File: config.mk
export PLATFORM = sky130hd
export DESIGN_NAME = clock_adjust_ctrl
export DESIGN_NICKNAME = d
export VERILOG_FILES = /design/src/rtl/clock_adjust_ctrl.sv
export SDC_FILE = /design/constraint.sdc
export NUM_CORES = 1
export LEC_CHECK = 0
export CELL_PAD_IN_SITES_DETAIL_PLACEMENT = 0
export CELL_PAD_IN_SITES_GLOBAL_PLACEMENT = 1
export CORE_MARGIN = 2
export CORE_UTILIZATION = 44
export CTS_CLUSTER_DIAMETER = 150
export DETAILED_ROUTE_END_ITERATION = 10
export PLACE_DENSITY = 0.77
export RECOVER_POWER = 50
export SETUP_SLACK_MARGIN = 0.15
export SLEW_MARGIN = 20
export SYNTH_ARGS = -nofsm -noshare
export SYNTH_HDL_FRONTEND = slang
export SYNTH_SLANG_ARGS = --single-unit
File: constraint.sdc
create_clock -name clk -period 1.9 [get_ports clk]
set_clock_uncertainty 0.05 [all_clocks]
set_input_delay 0.19 -clock clk [delete_from_list [all_inputs] [get_ports clk]]
set_output_delay 0.19 -clock clk [all_outputs]
set_load 0.02 [all_outputs]
File: src/rtl/clock_adjust_ctrl.sv
// ----------------------------------------------------------------------------
// clock_adjust_ctrl
//   Adjust-mode sequencer for the century clock. Converts three debounced
//   push-button levels (MODE/UP/DOWN) into a one-hot field enable plus
//   single-cycle increment/decrement pulses, with hold-to-repeat, an
//   inactivity timeout back to run mode, and a blink phase for the display.
//
// Ports
//   clk        in   system clock
//   rst_n      in   asynchronous reset, active-low
//   btn_mode   in   MODE level (async to clk), active-high
//   btn_up     in   UP level (async to clk), active-high
//   btn_down   in   DOWN level (async to clk), active-high
//   adj_en     out  one-hot field enable [0]sec..[5]year, 0 in RUN
//   adj_up     out  one-cycle increment pulse for the enabled field
//   adj_down   out  one-cycle decrement pulse for the enabled field
//   adj_active out  high in any adjust state
//   blink      out  display blink phase, 0 in RUN
// ----------------------------------------------------------------------------
module clock_adjust_ctrl #(
  parameter int REPEAT_DELAY  = 50_000_000,
  parameter int REPEAT_PERIOD = 10_000_000,
  parameter int TIMEOUT       = 500_000_000,
  parameter int BLINK_HALF    = 25_000_000
) (
  input  logic       clk,
  input  logic       rst_n,
  input  logic       btn_mode,
  input  logic       btn_up,
  input  logic       btn_down,
  output logic [5:0] adj_en,
  output logic       adj_up,
  output logic       adj_down,
  output logic       adj_active,
  output logic       blink
);

  localparam int HOLD_MAX = (REPEAT_DELAY > REPEAT_PERIOD) ? REPEAT_DELAY : REPEAT_PERIOD;
  localparam int HW = $clog2(HOLD_MAX + 1);
  localparam int TW = $clog2(TIMEOUT + 1);
  localparam int BW = $clog2(BLINK_HALF + 1);

  localparam logic [HW-1:0] HOLD_DELAY  = HW'(REPEAT_DELAY);
  localparam logic [HW-1:0] HOLD_PERIOD = HW'(REPEAT_PERIOD);
  localparam logic [TW-1:0] TO_LAST     = TW'(TIMEOUT - 1);
  localparam logic [BW-1:0] BLINK_LAST  = BW'(BLINK_HALF - 1);

  typedef enum logic [2:0] {
    S_RUN  = 3'd0,
    S_SEC  = 3'd1,
    S_MIN  = 3'd2,
    S_HOUR = 3'd3,
    S_DAY  = 3'd4,
    S_MON  = 3'd5,
    S_YEAR = 3'd6
  } state_t;

  function automatic state_t next_field(input state_t s);
    case (s)
      S_RUN:   next_field = S_SEC;
      S_SEC:   next_field = S_MIN;
      S_MIN:   next_field = S_HOUR;
      S_HOUR:  next_field = S_DAY;
      S_DAY:   next_field = S_MON;
      S_MON:   next_field = S_YEAR;
      default: next_field = S_RUN;
    endcase
  endfunction

  function automatic logic [5:0] field_en(input state_t s);
    case (s)
      S_SEC:   field_en = 6'b000001;
      S_MIN:   field_en = 6'b000010;
      S_HOUR:  field_en = 6'b000100;
      S_DAY:   field_en = 6'b001000;
      S_MON:   field_en = 6'b010000;
      S_YEAR:  field_en = 6'b100000;
      default: field_en = 6'b000000;
    endcase
  endfunction

  // Saturating increment: terminal counts are compared exactly, so a counter
  // must never wrap past its limit even if the terminal branch is missed.
  function automatic logic [TW-1:0] sat_inc_to(input logic [TW-1:0] v);
    sat_inc_to = (v == TO_LAST) ? v : v + TW'(1);
  endfunction

  state_t        r_state;
  state_t        w_state_nxt;

  // p0/p1: two-flop synchronizer; p2: previous synced level for rise detect
  logic          r_mode_p0, r_mode_p1, r_mode_p2;
  logic          r_up_p0,   r_up_p1,   r_up_p2;
  logic          r_dn_p0,   r_dn_p1,   r_dn_p2;

  logic [HW-1:0] r_hold;
  logic          r_armed;
  logic          r_dir_up;
  logic          r_rep;
  logic [TW-1:0] r_to;
  logic [BW-1:0] r_blink_cnt;

  logic [5:0]    r_adj_en;
  logic          r_adj_up, r_adj_down, r_adj_active, r_blink;

  logic          w_mode_rise, w_up_rise, w_dn_rise, w_any_rise;
  logic          w_in_adj, w_state_chg;
  logic          w_alone_up, w_alone_dn;
  logic          w_hold_term, w_hold_keep;
  logic          w_arm_up, w_arm_dn, w_rep_fire;
  logic          w_step_up, w_step_dn;

  // ---- stage p0..p2: synchronizers and rise detectors ----
  always_ff @(posedge clk or negedge rst_n) begin
    if (!rst_n) begin
      r_mode_p0 <= 1'b0; r_mode_p1 <= 1'b0; r_mode_p2 <= 1'b0;
      r_up_p0   <= 1'b0; r_up_p1   <= 1'b0; r_up_p2   <= 1'b0;
      r_dn_p0   <= 1'b0; r_dn_p1   <= 1'b0; r_dn_p2   <= 1'b0;
    end else begin
      r_mode_p0 <= btn_mode; r_mode_p1 <= r_mode_p0; r_mode_p2 <= r_mode_p1;
      r_up_p0   <= btn_up;   r_up_p1   <= r_up_p0;   r_up_p2   <= r_up_p1;
      r_dn_p0   <= btn_down; r_dn_p1   <= r_dn_p0;   r_dn_p2   <= r_dn_p1;
    end
  end

  assign w_mode_rise = r_mode_p1 & ~r_mode_p2;
  assign w_up_rise   = r_up_p1   & ~r_up_p2;
  assign w_dn_rise   = r_dn_p1   & ~r_dn_p2;
  assign w_any_rise  = w_mode_rise | w_up_rise | w_dn_rise;
  assign w_alone_up  = r_up_p1 & ~r_dn_p1;
  assign w_alone_dn  = r_dn_p1 & ~r_up_p1;
  assign w_hold_term = r_rep ? (r_hold == HOLD_PERIOD) : (r_hold == HOLD_DELAY);
  // The armed button must still be the only one held for repeat to continue.
  assign w_hold_keep = r_armed & (r_dir_up ? w_alone_up : w_alone_dn);

  // ---- next-state and step decisions ----
  always_comb begin
    w_state_nxt = r_state;
    w_in_adj    = (r_state != S_RUN);
    w_arm_up    = 1'b0;
    w_arm_dn    = 1'b0;
    w_rep_fire  = 1'b0;
    w_step_up   = 1'b0;
    w_step_dn   = 1'b0;

    // MODE wins over a timeout landing in the same cycle.
    if (w_mode_rise) begin
      w_state_nxt = next_field(r_state);
    end else if (w_in_adj && (r_to == TO_LAST)) begin
      w_state_nxt = S_RUN;
    end
    w_state_chg = (w_state_nxt != r_state);

    // No step pulse on a cycle where the field is changing.
    if (w_in_adj && !w_state_chg) begin
      if (w_up_rise && w_alone_up) begin
        w_arm_up  = 1'b1;
        w_step_up = 1'b1;
      end else if (w_dn_rise && w_alone_dn) begin
        w_arm_dn  = 1'b1;
        w_step_dn = 1'b1;
      end else if (w_hold_keep && w_hold_term) begin
        w_rep_fire = 1'b1;
        w_step_up  = r_dir_up;
        w_step_dn  = ~r_dir_up;
      end
    end
  end

  // ---- stage p3: state, counters and registered outputs ----
  always_ff @(posedge clk or negedge rst_n) begin
    if (!rst_n) begin
      r_state      <= S_RUN;
      r_hold       <= '0;
      r_armed      <= 1'b0;
      r_dir_up     <= 1'b0;
      r_rep        <= 1'b0;
      r_to         <= '0;
      r_blink_cnt  <= '0;
      r_blink      <= 1'b0;
      r_adj_en     <= 6'b0;
      r_adj_active <= 1'b0;
      r_adj_up     <= 1'b0;
      r_adj_down   <= 1'b0;
    end else begin
      r_state      <= w_state_nxt;
      r_adj_en     <= field_en(w_state_nxt);
      r_adj_active <= (w_state_nxt != S_RUN);
      r_adj_up     <= w_step_up;
      r_adj_down   <= w_step_dn;

      // Hold/repeat tracking: only a fresh, unaccompanied rise arms it;
      // release, a second button or a field change disarms it.
      if (w_state_chg || !w_in_adj) begin
        r_armed <= 1'b0; r_rep <= 1'b0; r_hold <= '0;
      end else if (w_arm_up || w_arm_dn) begin
        r_armed  <= 1'b1;
        r_dir_up <= w_arm_up;
        r_rep    <= 1'b0;
        r_hold   <= HW'(1);
      end else if (w_rep_fire) begin
        r_rep  <= 1'b1;
        r_hold <= HW'(1);
      end else if (w_hold_keep) begin
        r_hold <= r_hold + HW'(1);
      end else begin
        r_armed <= 1'b0; r_rep <= 1'b0; r_hold <= '0;
      end

      // Inactivity timeout: auto-repeat pulses deliberately do not refresh it.
      if (w_any_rise || w_state_chg || !w_in_adj) begin
        r_to <= '0;
      end else begin
        r_to <= sat_inc_to(r_to);
      end

      if (w_state_chg) begin
        r_blink_cnt <= '0;
        r_blink     <= (w_state_nxt != S_RUN);
      end else if (!w_in_adj) begin
        r_blink_cnt <= '0;
        r_blink     <= 1'b0;
      end else if (r_blink_cnt == BLINK_LAST) begin
        r_blink_cnt <= '0;
        r_blink     <= ~r_blink;
      end else begin
        r_blink_cnt <= r_blink_cnt + BW'(1);
      end
    end
  end

  assign adj_en     = r_adj_en;
  assign adj_up     = r_adj_up;
  assign adj_down   = r_adj_down;
  assign adj_active = r_adj_active;
  assign blink      = r_blink;

endmodule

## Yosys cells after proc, flatten, opt, wreduce, memory -nomap -nowiden

Cells that the tools add are included.

| word-level totals | value |
|---|---|
| register bits | 105 |
| output and inout bits | 10 |
| input port bits | 5 |

| operators by class | value |
|---|---|
| bitwise logic cells | 16 |
| muxes and demuxes | 42 |
| reductions and logical operators | 16 |
| eq/ne operators | 21 |
| add/sub/neg operators | 3 |

Operators by type and width:

| operator | count |
|---|---|
| $mux 26 | 4 |
| $mux 25 | 3 |
| $mux 29 | 2 |
| $pmux 6 s6 | 1 |
| $add 29x1->29 const B | 1 |
| $eq 29x29->1 const B | 1 |
| $mux 1 | 29 |
| $add 26x1->26 const B | 1 |
| $eq 26x24->1 const B | 1 |
| $eq 26x26->1 const B | 1 |
| $add 25x1->25 const B | 1 |
| $eq 25x25->1 const B | 1 |
| $pmux 3 s6 | 1 |
| $eq 3x3->1 const B | 5 |
| $eq 3x2->1 const B | 4 |
| $ne 3x1->1 const B | 3 |
| $not 1->1 | 8 |
| $and 1x1->1 | 6 |
| $eq 3x1->1 const B | 2 |
| $mux 3 | 2 |
| $reduce_bool 3->1 | 2 |
| $logic_and 1x1->1 | 5 |
| $logic_or 1x1->1 | 4 |
| $ne 4x1->1 const B | 1 |
| other kinds (6) | 9 |

## Depth between registers and ports, before layout

Gate-level depths: netlist (run 1).

| depth | value |
|---|---|
| word-level depth | 12 |
| gate-level depth with buffers | 8 |

## Worst setup path before layout (run 1)

No wires, ideal clock.

| timing path | value |
|---|---|
| kind | flip-flop to flip-flop |
| start point | register r_hold[9] |
| end point | register r_adj_up (netlist: adj_up) |
| data required time | 1.776 ns |
| library setup time | 0.074 ns |
| path slack | 0.047 ns |
| arrival time | 1.729 ns |
| cell stages (with the launch flop) | 6 |
| cells stage by stage | dfrtp_1 > or3b_4 > nor4b_4 > o2111ai_2 > or3b_1 > a21oi_2 |

| on the way | value |
|---|---|
| cells in the longest elaborated chain, start to end | 7 |
| elaborated cells between the ends (all ways) | 8 |
| classes of those cells | eq/ne (2); mux (5); reduce/logical (1) |

Ends and longest elaborated chain:

| what | RTL line | text |
|---|---|---|
| start: declaration | 96 | `logic [HW-1:0] r_hold;` |
| start signal: assignment | 205 | `r_hold <= r_hold + HW'(1);` |
| $eq 26x26->1 or $eq 26x24->1 (tied branches) | 132 | `assign w_hold_term = r_rep ? (r_hold == HOLD_PERIOD) : (r_hold == HOLD_DELAY);` |
| $mux 1 (*) | 132 |  |
| $logic_and 1x1->1 (*) | 162 | `end else if (w_hold_keep && w_hold_term) begin` |
| $mux 1 (*) | 162 |  |
| $mux 1 (*) | 159 | `end else if (w_dn_rise && w_alone_dn) begin` |
| $mux 1 (*) | 156 | `if (w_up_rise && w_alone_up) begin` |
| $mux 1 (*) | 155 | `if (w_in_adj && !w_state_chg) begin` |
| net w_step_up | 111 | `logic w_step_up, w_step_dn;` |
| end signal: assignment | 189 | `r_adj_up <= w_step_up;` |
| end: declaration | 104 | `logic r_adj_up, r_adj_down, r_adj_active, r_blink;` |

Mark *: on every way through the listed nets, which the timed path passes. The rest lies on a longest branch.
A chain may end at the register's enable or synchronous reset.

## Worst setup path after layout (run 1)

| timing path | value |
|---|---|
| start point | register r_rep |
| end point | register r_adj_up (netlist: adj_up) |

| on the way | value |
|---|---|
| cells in the longest elaborated chain, start to end | 6 |

Ends and longest elaborated chain:

| what | RTL line | text |
|---|---|---|
| start: declaration | 99 | `logic r_rep;` |
| start signal: assignment | 177 | `r_rep <= 1'b0;` |
| start signal: assignment | 195 | `r_armed <= 1'b0; r_rep <= 1'b0; r_hold <= '0;` |
| start signal: assignment | 199 | `r_rep <= 1'b0;` |
| $mux 1 | 132 |  |
| $logic_and 1x1->1 | 162 |  |
| $mux 1 | 162 |  |
| $mux 1 | 159 |  |
| $mux 1 | 156 |  |
| $mux 1 | 155 |  |
| net w_step_up | 111 |  |

The timed path passes the listed nets, and every way through them passes these cells.

==> results.tsv, run 1 <==
metric	value	unit
Avg Inst Size Synth	10.1	um2
Initial Utilization	44.8	%
port bufs	14	
yosys synthesis warning count	0	
vias in the first global route	4013	
routed vias/inst	5.29	
crit-path max cell delay	0.40	ns
first-pass GRT wire length	19100	um
DRC	0	
most frequent cells in the layout	dfrtp_1, nor2_1, buf_4	
maxcap violations	0	
crit path max fanout	3	
clock transition at the registers of the reported paths	0.06	ns
synthesis-to-layout area growth	27.1	%
Crit Path Class	reg2reg	
later-pin clock latency in the skew report	0.35	ns
Synth Flop Type	dfrtp_1	
worst r2r path cells	5	
fmax	0.541	GHz
ANT cells	0	
GRT overflow	0	
die span in y	111	um
Seq/Total Area, Yosys	51.7	%
CP Cell Sequence	or3b_4, nor4b_4, o2111ai_2, or3b_1, a21oi_2	
synth unique cells	50	
Crit path required time	2.12	ns
Worst-Margin Slew	0.830	ns
RSZ-0062 raised after global routing	true	
WP data arrival	2.07	ns
CTS sink count	105	
Post-synth ARST share	100	%
Synth Instances	503	
Hold Path Depth	0	
Filler Cells Inserted	965	
period utilization	97.3	%
Worst Hold End	r_up_p1	
overall power	5.25	mW
share of layout cells above drive strength 1	22.2	%
final hold violation count	0	
Max clock buf depth	2	
Worst Hold Class	reg2reg	
routed vias	3902	
dpl hpwl	7150	um
pin count of the biggest net entering global routing	36	
Yosys reg bits	105	
Worst setup SP type	flip-flop	
num rows	39	
Total GRT Usage	18.7	%
Leakage	2.72	nW
total die area	12400	um2
Core ar.	11300	um2
syn_nets	512	
CP Capture Type	flip-flop	
Worst path slowest cell	dfrtp_1	
Final #Nets	598	
WL per Instance	15.1	um
Post-synth EDFFs	0	
Peak VDD IR	0.594	mV
status	complete, no violations	
reg2reg setup slack	0.05	ns
reg-to-reg endpoint	adj_up	
most common library cell in the layout ignoring fill and taps	dfrtp_1	
Max Slew Vio Count	0	
CTS H-tree depth	3	
endpoints failing setup	0	
CTS tree	done	
Ports	15	
hold path startpoint	r_up_p0	
Final GP Congestion	0.814	
drt first pass iters	6	
Slew HR	44.7	%
root buffer cell	clkbuf_16	
initial drt markers	93	
die width	111	um
initial antenna violation count	0	
Worst R2R Start	r_rep	
TritonCTS Buffers	9	
worst hold slack	0.298	ns
DRT Wirelength	11100	um
power density over the cells	813	nW/um2
post-route ant nets	0	
crit path time final	1.85	ns
Cell Area, Synth	5080	um2
[state kept, by name (all words and copies together) (netlist names)]
name / count
r_mode_p2: 1
r_dn_p0: 1
r_hold: 26
r_state: 3
r_dn_p2: 1
adj_up: 1
r_rep: 1
r_blink_cnt: 25
adj_down: 1
r_up_p0: 1
r_dn_p1: 1
r_armed: 1
r_to: 29
adj_en: 6
r_dir_up: 1
adj_active: 1
r_up_p1: 1
blink: 1
r_mode_p0: 1
r_up_p2: 1
r_mode_p1: 1
[critical path: cells and delay by family, from the launching register on]
family          cells  cell delay [ns]
simple gates        3             1.04
compound gates      2             0.29
flops               1             0.40
[Yosys cell counts, drive strengths merged, types with 2 or more instances]
library cell    n  area [um2]
dfrtp         105        2630
nor2b           2        12.5
or3             4        25.0
nor4bb          2        20.0
clkbuf          4        18.8
xnor2          22         193
nand3          35         185
nand4b          2        17.5
nor4b           4        56.3
nor3           33         165
nand2          37         139
nand4          26         163
or3b            3        28.8
xor2           49         429
nand2b          4        25.0
ha              4        50.1
and3           10        63.8
and4            7        61.3
a31oi           2        12.5
or2             2        12.5
a21boi          2        26.3
o211ai          2        15.0
o21ai           6        30.0
a21oi           7        38.8
inv            16        60.1
nor3b           2        15.0
buf            12        67.6
nor4           11         130
or4             2        15.0
nor2           77         289
[metrics by stage]
stage / cells / cell area, um2 / TNS, ns / util [%] / setup slack [ns]
6_report: 737 / 6450 / 0 / 57.0 / 0.0513
5_1_grt: 737 / 6450 / -0.177 / 57.0 / -0.0296
4_1_cts: 728 / 6310 / 0 / 55.8 / 0.0414
3_5_place_dp: 701 / 5810 / -0.0383 / 51.3 / -0.0306
3_3_place_gp: 701 / 5810 / 0 / 51.3 / 0.0662
2_1_floorplan: 503 / 5100 / 0 / - / 0.0718
[area by class of cell]
type | instances | area (um2) | share of cell area [%]
Multi-Input combinational cell | 366 | 2490 | 38.6
Clock buffer | 15 | 288 | 4.46
Inverter | 16 | 60.1 | 0.931
Sequential cell | 105 | 2630 | 40.7
Tap cell | 143 | 179 | 2.77
Timing Repair Buffer | 91 | 798 | 12.4
Clock inverter | 1 | 7.51 | 0.116
[logic make-up after synthesis]
family	Yosys count	synth area share [%]
fa+ha+maj	4	0.986
simple gates	266	28.6
flops	105	51.7
compound gates	25	3.52
buf+inv	32	2.88
xor+xnor	71	12.2
[worst max-delay path by stage]
stage               startpoint        end  slack [ns]  depth (start not counted)
finish                   r_rep     adj_up        0.05                          5
global route           r_to[1]   r_to[16]       -0.03                          8
CTS                      r_rep     adj_up        0.04                          5
detailed placement     r_to[0]  adj_en[2]       -0.03                          6
global placement      r_to[24]  adj_en[2]        0.07                          6
floorplan            r_hold[9]     adj_up        0.07                          5
[per-layer routing]
metal | part of all wire, % | up-vias | GRT usage, % | wire length [um]
met4 | 1.9 | 0 | 7.41 | 208
met5 | 0 | - | 0 | 0
met1 | 46 | 1936 | 24.7 | 5060
met2 | 50 | 37 | 31.6 | 5580
met3 | 2.1 | 15 | 2.50 | 238
li1 | - | 1914 | - | -
[where the power goes]
part | total [mW] | switching (mW) | leakage, nW | internal [mW]
logic | 0.986 | 0.541 | 1.15 | 0.446
registers | 2.44 | 0.0868 | 1.43 | 2.35
clock network | 1.82 | 0.787 | 0.142 | 1.03
total | 5.25 | 1.41 | 2.72 | 3.83
[what timing repair did]
action	4_1_cts	5_1_grt
resized for setup	21	18
gates cloned	1	1
buffers inserted	9	8
hold buffers	1	0
pin swaps	8	14
hold endpoints to repair	31	0
setup endpoints to repair	93	95
No activity file was read; power rests on OpenSTA's default activity.
==> run 2: changes to the inputs <==
Settings changed: CORE_UTILIZATION 44 to 46, CTS_BUF_LIST set to sky130_fd_sc_hd__clkbuf_2 sky130_fd_sc_hd__clkbuf_4 sky130_fd_sc_hd__clkbuf_8, PLACE_DENSITY 0.77 to 0.79, SLEW_MARGIN 20 to not set.
==> run 2 against run 1 <==
- sequential share of layout area is 3.7 points lower
- via count rose by 5.3%
- flip-flop and latch count unchanged
- die area down 4.2%
- critical endpoint is now r_to[20]
- largest cell class is now multi-input gates
- largest power group unchanged
==> results.tsv, run 2 (synthesis results as in run 1) <==
metric	value	unit
GRT overflow	0	
placed inst area	5800	um2
power density over the cells	716	nW/um2
root buffer cell	clkbuf_8	
Max clock buf depth	2	
WL per Instance	16.0	um
Largest register FFs	29	
DRC	0	
Worst R2R Start	r_to[1]	
Worst path slowest cell	dfrtp_1	
Slew HR	52.2	%
CP Cell Sequence	ha_2, nand4_1, buf_4, or3_4, nor3_4, xnor2_1, nor2_1	
ANT cells	0	
die width	109	um
Initial Utilization	47.0	%
crit path max fanout	4	
WP data arrival	2.09	ns
fmax	0.539	GHz
Crit. Startpoint	r_to[1]	
share of layout cells above drive strength 1	36.7	%
synthesis-to-layout area growth	39.7	%
most frequent cells in the layout	dfrtp_1, buf_4, nor2_1	
period utilization	97.7	%
TritonCTS Buffers	9	
routed vias/inst	5.45	
Crit Path Class	reg2reg	
worst slack, placed	0.0340	ns
most common library cell in the layout ignoring fill and taps	dfrtp_1	
Core ar.	10800	um2
cell area after layout	7090	um2
setup TNS	0	ns
Worst setup SP type	flip-flop	
later-pin clock latency in the skew report	0.38	ns
Leakage	3.01	nW
crit-path max cell delay	0.39	ns
maxcap violations	0	
Final GP Congestion	0.800	
dpl hpwl	6980	um
CTS tree	done	
CTS sink count	105	
status	complete, no violations	
pin count of the biggest net entering global routing	50	
CP Capture Type	flip-flop	
Post-Route Utilization	65.7	%
clock transition at the registers of the reported paths	0.10	ns
post-route ant nets	0	
PnR worst setup slack	0.0439	ns
endpoints failing setup	0	
port bufs	14	
Worst Hold Class	in2async	
Placed Cells	695	
Ports	15	
vias in the first global route	3953	
biggest regs	r_to: 29 flops, r_hold: 26 flops, r_blink_cnt: 25 flops	
CTS H-tree depth	3	
Biggest register	r_to	
final hold violation count	0	
initial antenna violation count	0	
Peak VDD IR	0.647	mV
total die area	11900	um2
routed vias	4107	
DRT Wirelength	12000	um
drt first pass iters	4	
die span in y	109	um
Finished Layout Cells	753	
Total GRT Usage	19.8	%
Crit path required time	2.13	ns
Filler Cells Inserted	801	
num rows	38	
RSZ-0062 raised after global routing	true	
overall power	5.08	mW
Worst-Margin Slew	0.717	ns
first-pass GRT wire length	18400	um
Final #Nets	617	
initial drt markers	191	
worst hold slack	0.304	ns
Max Slew Vio Count	0	
crit path time final	1.86	ns
==> run 2: repair_timing <==
item                                    CTS  global route
endpoints found under the hold margin    23             0
endpoints found under the setup margin   88            94
setup buffers                            17            16
hold buffers                              1             0
resized for setup                        15           134
pin swaps                                 8            48
gates cloned                              2             6
==> run 2: layer usage <==
layer,GRT usage (%),part of all wire (%)
met4,7.05,1.9
met2,30.6,49
met1,27.3,46
met3,4.78,3.3
met5,0,0
==> run 2: layout make-up <==
type	count	area (um2)	area share [%]
Clock buffer	12	165	2.33
Clock inverter	4	26.3	0.370
Inverter	16	60.1	0.847
Multi-Input combinational cell	366	2980	42.0
Sequential cell	105	2630	37.1
Tap cell	140	175	2.47
Timing Repair Buffer	110	1060	14.9
==> run 2: where the power goes <==
part           switching, mW  internal, mW
clock network          0.758         0.582
logic                  0.724         0.574
registers             0.0895          2.35
==> run 2: final timing paths <==
kind	to	slack [ns]	cells past startpoint
setup reg to reg	r_to[20]	0.04	7
hold reg to reg	r_dn_p1	0.31	0
min in group clk	r_mode_p0	0.31	1
setup / recovery	r_to[20]	0.04	7
hold / removal	r_to[9]	0.30	2
max in group asynchronous	r_hold[0]	0.32	3
==> run 2: worst max-delay path: cells and delay by family, from the launching register on <==
kind                       cells  cell delay (ns)
xor gates and xnor gates       1             0.13
adders and majority gates      1             0.20
buffers and inverters          1             0.23
DFF                            1             0.39
and+or+nand+nor                4             0.75
